==> src/rtl/stream_pkg.sv <==
// Shared helpers for the stream width converters: lane index sizing and
// a single-bit-set test used to spot the final lane of a word.
package stream_pkg;

    localparam int unsigned MaxLanes = 64;
    localparam int unsigned MaxIdxW  = 6;

    typedef logic [MaxIdxW-1:0] lane_idx_t;

    function automatic int unsigned lane_idx_w(input int unsigned ratio);
        return $clog2(ratio);
    endfunction

    // Callers zero-extend their mask to MaxLanes bits.
    function automatic logic onehot_last(input logic [MaxLanes-1:0] mask);
        return $countones(mask) == 1;
    endfunction

endpackage

==> src/rtl/lsb_prio_enc.sv <==
// Priority encoder: index of the lowest set bit of mask, plus an any-set flag.
module lsb_prio_enc
    import stream_pkg::*;
#(
    parameter int unsigned N = 2,
    parameter int unsigned W = lane_idx_w(N)
) (
    input  logic [N-1:0] mask,
    output logic [W-1:0] idx,
    output logic         any
);

    always_comb begin
        idx = '0;
        any = |mask;
        // Walk downward so the lowest set bit is the last one written.
        for (int i = int'(N) - 1; i >= 0; i--) begin
            if (mask[i]) begin
                idx = W'(i);
            end
        end
    end

endmodule

==> src/rtl/stream_downsize.sv <==
// Wide-to-narrow stream converter: emits the kept lanes of each word, lowest first.
// Define STREAM_DOWNSIZE_BYPASS_EN to let a new word load as the final beat leaves.
module stream_downsize
    import stream_pkg::*;
#(
    parameter int unsigned T_DATA_WIDTH = 4,
    parameter int unsigned T_DATA_RATIO = 2
) (
    input  logic                    clk,
    input  logic                    rst,
    input  logic [T_DATA_WIDTH-1:0] s_data_i [T_DATA_RATIO-1:0],
    input  logic [T_DATA_RATIO-1:0] s_keep_i,
    input  logic                    s_last_i,
    input  logic                    s_valid_i,
    output logic                    s_ready_o,
    output logic [T_DATA_WIDTH-1:0] m_data_o,
    output logic                    m_last_o,
    output logic                    m_valid_o,
    input  logic                    m_ready_i
);

    localparam int unsigned IdxW = lane_idx_w(T_DATA_RATIO);

    logic [T_DATA_WIDTH-1:0] data_q [T_DATA_RATIO-1:0];
    logic [T_DATA_RATIO-1:0] rem_q;
    logic [T_DATA_RATIO-1:0] rem_d;
    logic                    last_q;
    logic [IdxW-1:0]         sel;
    logic                    busy;
    logic                    one_left;
    logic                    load;
    logic                    take;

    lsb_prio_enc #(
        .N (T_DATA_RATIO),
        .W (IdxW)
    ) u_enc (
        .mask (rem_q),
        .idx  (sel),
        .any  (busy)
    );

    assign one_left  = onehot_last(MaxLanes'(rem_q));
    assign m_valid_o = busy;
    assign m_data_o  = data_q[sel];
    assign m_last_o  = last_q & one_left;

`ifdef STREAM_DOWNSIZE_BYPASS_EN
    assign s_ready_o = ~busy | (m_ready_i & one_left);
`else
    assign s_ready_o = ~busy;
`endif

    assign load = s_valid_i & s_ready_o;
    assign take = m_valid_o & m_ready_i;

    // A load overrides the clear of the outgoing final lane.
    always_comb begin
        rem_d = rem_q;
        if (take) begin
            rem_d[sel] = 1'b0;
        end
        if (load) begin
            rem_d = s_keep_i;
        end
    end

    always_ff @(posedge clk or posedge rst) begin
        if (rst) begin
            rem_q  <= '0;
            last_q <= 1'b0;
            for (int i = 0; i < int'(T_DATA_RATIO); i++) begin
                data_q[i] <= '0;
            end
        end else begin
            rem_q <= rem_d;
            if (load) begin
                data_q <= s_data_i;
                last_q <= s_last_i;
            end
        end
    end

endmodule

==> config.mk <==
export PLATFORM = sky130hd
export DESIGN_NAME = stream_downsize
export DESIGN_NICKNAME = d
export VERILOG_FILES = /design/src/rtl/stream_pkg.sv /design/src/rtl/lsb_prio_enc.sv /design/src/rtl/stream_downsize.sv
export SDC_FILE = /design/constraint.sdc
export NUM_CORES = 1
export LEC_CHECK = 0
export ABC_AREA = 1
export BUFFER_PORTS_ARGS = -buffer_cell sky130_fd_sc_hd__buf_2
export CAP_MARGIN = 20
export CORE_ASPECT_RATIO = 0.9
export CORE_MARGIN = 2
export CORE_UTILIZATION = 32
export DETAILED_ROUTE_END_ITERATION = 10
export PLACE_DENSITY = 0.57
export SYNTH_ARGS = -nofsm -noshare
export SYNTH_HDL_FRONTEND = slang
export SYNTH_SLANG_ARGS = --single-unit
==> constraint.sdc <==
create_clock -name clk -period 3 [get_ports clk]
set_clock_uncertainty 0.05 [all_clocks]
set_input_delay 0 -clock clk [delete_from_list [all_inputs] [get_ports clk]]
set_output_delay 0 -clock clk [all_outputs]
set_load 0.01 [all_outputs]
# [Yosys cells after proc, flatten, opt, wreduce, memory -nomap -nowiden]
# Cells that the tools add are included.
[op_classes] addsub=1 mul=0 n_div=0 order_cmp=2 eq_ne=1 shift=0 mux=8 bitwise_logic=6 n_reduce_logical=3
[op_table] cell="4-bit two-way mux" n=2
[op_table] cell="2-bit two-way mux" n=2
[op_table] cell="1-bit AND" n=3
[op_table] cell="1-bit two-way mux" n=3
[op_table] cell="1-bit by 1-bit adder with 2-bit output" n=1
[op_table] cell="2-bit AND" n=1
[op_table] cell="2-bit by 1-bit == test with 1-bit output, second input constant" n=1
[op_table] cell="1-bit by 2-bit < comparator with 1-bit output, second input constant" n=1
[op_table] cell="2-bit inverter" n=1
[op_table] cell="2-bit nonzero test" n=1
[op_table] cell="2-bit OR reduction" n=1
[op_table] cell="1-bit demux with 1-bit select" n=1
[op_table] cell="1-bit greater-or-equal comparator, second input constant" n=1
[op_table] cell="1-bit logical AND" n=1
[op_table] cell="1-bit inverter" n=1
[totals] reg_bits=11 latchBits=0 mem_bits_rw=0 rom_bits=0 output_inout_bits=7 word_cells=25 memories=0

# [Depth between registers and ports, before layout]
[depth] depth_word=10 ltp_mapped=8

# [Cells and area by module]
# A second synthesis with hierarchy kept.
[unflattened] hier_cells=71 area_unflattened_um2=536.8
[modules_own_cells] mod="stream_downsize" instances=1 cells_per_inst=67 area_per_inst_um2=521.8 seq_area_each_um2=275.3
[modules_own_cells] mod="lsb_prio_enc" instances=1 cells_per_inst=4 area_per_inst_um2=15.0 seq_area_each_um2=0.0

# [Least setup slack after synthesis]
# OpenSTA, ideal clock, no wires.
[synth_timing] path_type="register to register" startpoint="register rem_q[0]" endpoint="register data_q[3] (netlist bit)" setup_time_ps=117 arrival_ps=1023 path_slack_ps=1810 path_stages_with_launch=8 path_buffers=1 cell_sequence="dfrtp_1 -> inv_1 -> ha_1 -> nand2_4 -> inv_4 -> buf_8 -> nand2_2 -> o21ai_2"
[synth_between] elab_chain_cells=3
[synth_rtl] element="start: declaration" line="stream_downsize.sv:25" rtl="logic [T_DATA_RATIO-1:0] rem_q;"
[synth_rtl] element="start signal: assignment" line="stream_downsize.sv:76" rtl="rem_q <= rem_d;"
[synth_rtl] element="2-bit OR reduction" line="lsb_prio_enc.sv:15" rtl="any = |mask;"
[synth_rtl] element="1-bit inverter" line="stream_downsize.sv:51" rtl="assign s_ready_o = ~busy;"
[synth_rtl] element="1-bit AND" line="stream_downsize.sv:54" rtl="assign load = s_valid_i & s_ready_o;"
[synth_rtl] element="end signal: assignment" line="stream_downsize.sv:78" rtl="data_q <= s_data_i;"
[synth_rtl] element="end: declaration" line="stream_downsize.sv:24" rtl="logic [T_DATA_WIDTH-1:0] data_q [T_DATA_RATIO-1:0];"
# Every way passes these cells.
# A chain may end at the register's enable or synchronous reset.

# [Final worst setup path]
[layout_timing] startpoint="register rem_q[0]" endpoint="output port m_data_o[0]"
[layout_between] elab_chain_cells=3
[layout_rtl] element="1-bit two-way mux" line="lsb_prio_enc.sv:18" rtl="if (mask[i]) begin"
[layout_rtl] element="4-bit two-way mux (implied by the code) (2 in series)" line="stream_downsize.sv:45" rtl="assign m_data_o = data_q[sel];"
[layout_rtl] element="end: declaration" line="stream_downsize.sv:16" rtl="output logic [T_DATA_WIDTH-1:0] m_data_o,"
# Every way passes these cells. The select of a mux whose other input is x is not followed.

==> key figures <==
Timing
  • Setup TNS Final: 0 ps
  • Actual slew at the worst max-slew pin: 427.0 ps
  • Fin. Hold Viols: 0
  • Max frequency: 663.9 MHz
  • Min Tclk post-route: between 1500 and 2000 ps
  • Max-slew headroom: 0.7150
  • Final setup vio count: 0
  • RSZ-0062 raised after global routing: false
  • Slew Limit Fails: 0
  • Crit share post-route: 0.5021

Power and ir drop
  • Pwr/cell area: 741.6 nW/um^2
  • Total power draw: 634.7 uW
  • Pleak: 0.0004875 uW
  • Largest vdd supply drop: 0.0004096 V

GRT
  • First-pass GRT wire length: 2125 microns
  • Largest net degree at the start of global routing: 15
  • Remaining global-route overflow: 0
  • GR Util All Layers: 0.1250
  • Initial antenna violation count: 0
  • Vias in the first global route: 539

Floorplanning
  • Placeable core region: 1717 sq um
  • Row cnt: 14
  • Die area: 2214 sq um
  • Chip Width: 49.38 microns
  • Starting density of the core: 0.3455
  • Num ports: 22
  • Die Y: 44.84 microns

Yosys
  • Synth cell types: 13
  • Synth Instances: 75
  • Yosys warning count: 0
  • Register area share after synthesis: 0.4641
  • Syn Std Cell Area: 593.1 sq um
  • Synth top area cells: dfrtp_1 (46%), nand2_1 (22%), ha_1 (8.4%)
  • Largest area contributor in the netlist: dfrtp_1
  • Number of synthesized register bits: 11
  • Post-Syn Nets: 94
  • Mean post-synth cell area: 7.908 sq um
  • Post-synth top area share: 0.4641

Placed design
  • RD Place Congestion: 0.7319
  • IO buf count: 21
  • DP Wirelength: 863 microns
  • Placement Cell Area: between 700 and 800 sq um
  • Placed insts: 118

Worst hold path
  • Min-delay worst type: input pin to flip-flop

Routing
  • Routed len/inst: a little over 9 microns
  • Starting DRT DRC Count: 12
  • DRC: 0
  • Via density: a little over 4
  • Initial DRT Pass Iterations: 2
  • Final ANT Viol Nets: 0
  • DRT Wirelength: 1226 microns
  • Via Count: 541

Layout
  • Fillers: 196
  • Final cell count without fillers: 134
  • # diodes: 0
  • Post-route cell area: roughly 860 sq um
  • Layout cells sized above 1: 0.2636
  • P&R area growth vs syn: 44.30%
  • Post-layout net count: 130

Worst setup path
  • Startpoint types: flip-flop
  • Setup crit end kind: primary output
  • CP Data Required Time: 2950 ps
  • Crit Path Max Fanout: 9
  • Path type of the worst setup path: flip-flop to primary output
  • Arr. time, crit path: 1460 ps

Job
  • Max_cap viols: 0

Clock network
  • H-Tree Depth: 1
  • Clock Pin Slew Worst Setup and Hold Paths: 70 ps
  • Clk Latency, worst-skew pair: 260 ps
  • Clock Tree Root: clkbuf_4
  • Post_cts resized: 0
  • Number of CTS-inserted buffers: 3
  • Sink Count: 11
  • Clock Path Buffers: 2
  • CTS tree: built

Run status
  • Status: finished, final reports clean
==> repair_timing <==
action | in CTS | in global routing
hold buffers | 12 | 0
buffers inserted | 0 | 0
hold endpoints to repair | 22 | 0
==> synth_stat cells <==
library cell  instances
buf_2                 1
buf_8                 1
dfrtp_1              11
ha_1                  4
inv_1                10
inv_4                 1
nand2_1              34
nand2_2               1
nand2_4               1
nand3_1               3
o21ai_0               4
o21ai_1               3
o21ai_2               1
==> cells in the final DEF (no fill, tap or decap), drive strengths merged <==
master       instances
dfrtp               11
o21ai                8
nand3                3
ha                   4
nand2               36
clkbuf               3
buf                 21
dlygate4sd3         12
clkinv               1
inv                 11
==> cells by family (layout without fill, tap and decap cells) <==
group / after synthesis / count (layout) / synth area share
buffers and inverters: 13 / 48 / 0.1076
AO/OA/AOI/OAI: 8 / 8 / 0.07384
flip-flops: 11 / 11 / 0.4641
adder cells (fa/ha/maj): 4 / 4 / 0.08439
AND/OR/NAND/NOR: 39 / 39 / 0.2700
==> stage by stage <==
stage	setup WS [ps]	utilization	hold WS, ps
3_5_place_dp	1718	0.4125	-30.06
4_1_cts	1474	0.4985	19.05
6_report	1494	0.4985	27.83
5_1_grt	1328	0.4985	59.83
2_1_floorplan	1810	-	-197.6
3_3_place_gp	1782	0.4125	-27.29
==> power breakdown <==
group	switching (uW)	total, uW	internal [uW]
Combinational	172	292	119
Sequential	30.2	244	214
Clock	49.9	99.2	49.2
Total	252	635	382
==> flip-flops by register name (all words and copies together) (netlist names) <==
name	flops
data_q	8
last_q	1
rem_q	2
==> worst paths after layout <==
kind,start,end,slack (ps),cells past startpoint
min,s_keep_i[1],rem_q[1],30,5
min reg2reg,data_q[4],data_q[4],430,2
max reg2reg,rem_q[0],rem_q[0],1720,6
min in group asynchronous,rst,data_q[7],220,3
max in group asynchronous,rst,data_q[4],2390,3
max,rem_q[0],m_data_o[0],1490,5
==> per-layer routing <==
layer | global-route usage | routed length [microns] | part of all wire | up-vias
met5 | 0 | 0 | 0 | -
met3 | 0.01987 | 61 | 0.050 | 0
met2 | 0.2189 | 562 | 0.46 | 14
li1 | - | - | - | 296
met1 | 0.1646 | 602 | 0.49 | 231
met4 | 0.03333 | 0 | 0 | 0
==> cell type report <==
type / count / area, sq um / share of cell area
clock inverter: 1 / 5.005 / 0.005848
clock buffer: 3 / 22.52 / 0.02632
timing repair buffer: 33 / 225.2 / 0.2632
tap: 24 / 30.03 / 0.03509
sequential: 11 / 275.3 / 0.3216
multi-input combinational: 51 / 254.0 / 0.2968
inverter: 11 / 43.79 / 0.05117
==> worst max-delay path, cell delays in order, from the launching register on <==
cell,delay [ps]
dfrtp_1,400
inv_1,110
ha_1,330
nand2_1,90
o21ai_0,90
buf_2,160
(Power assumes the default switching activity.)
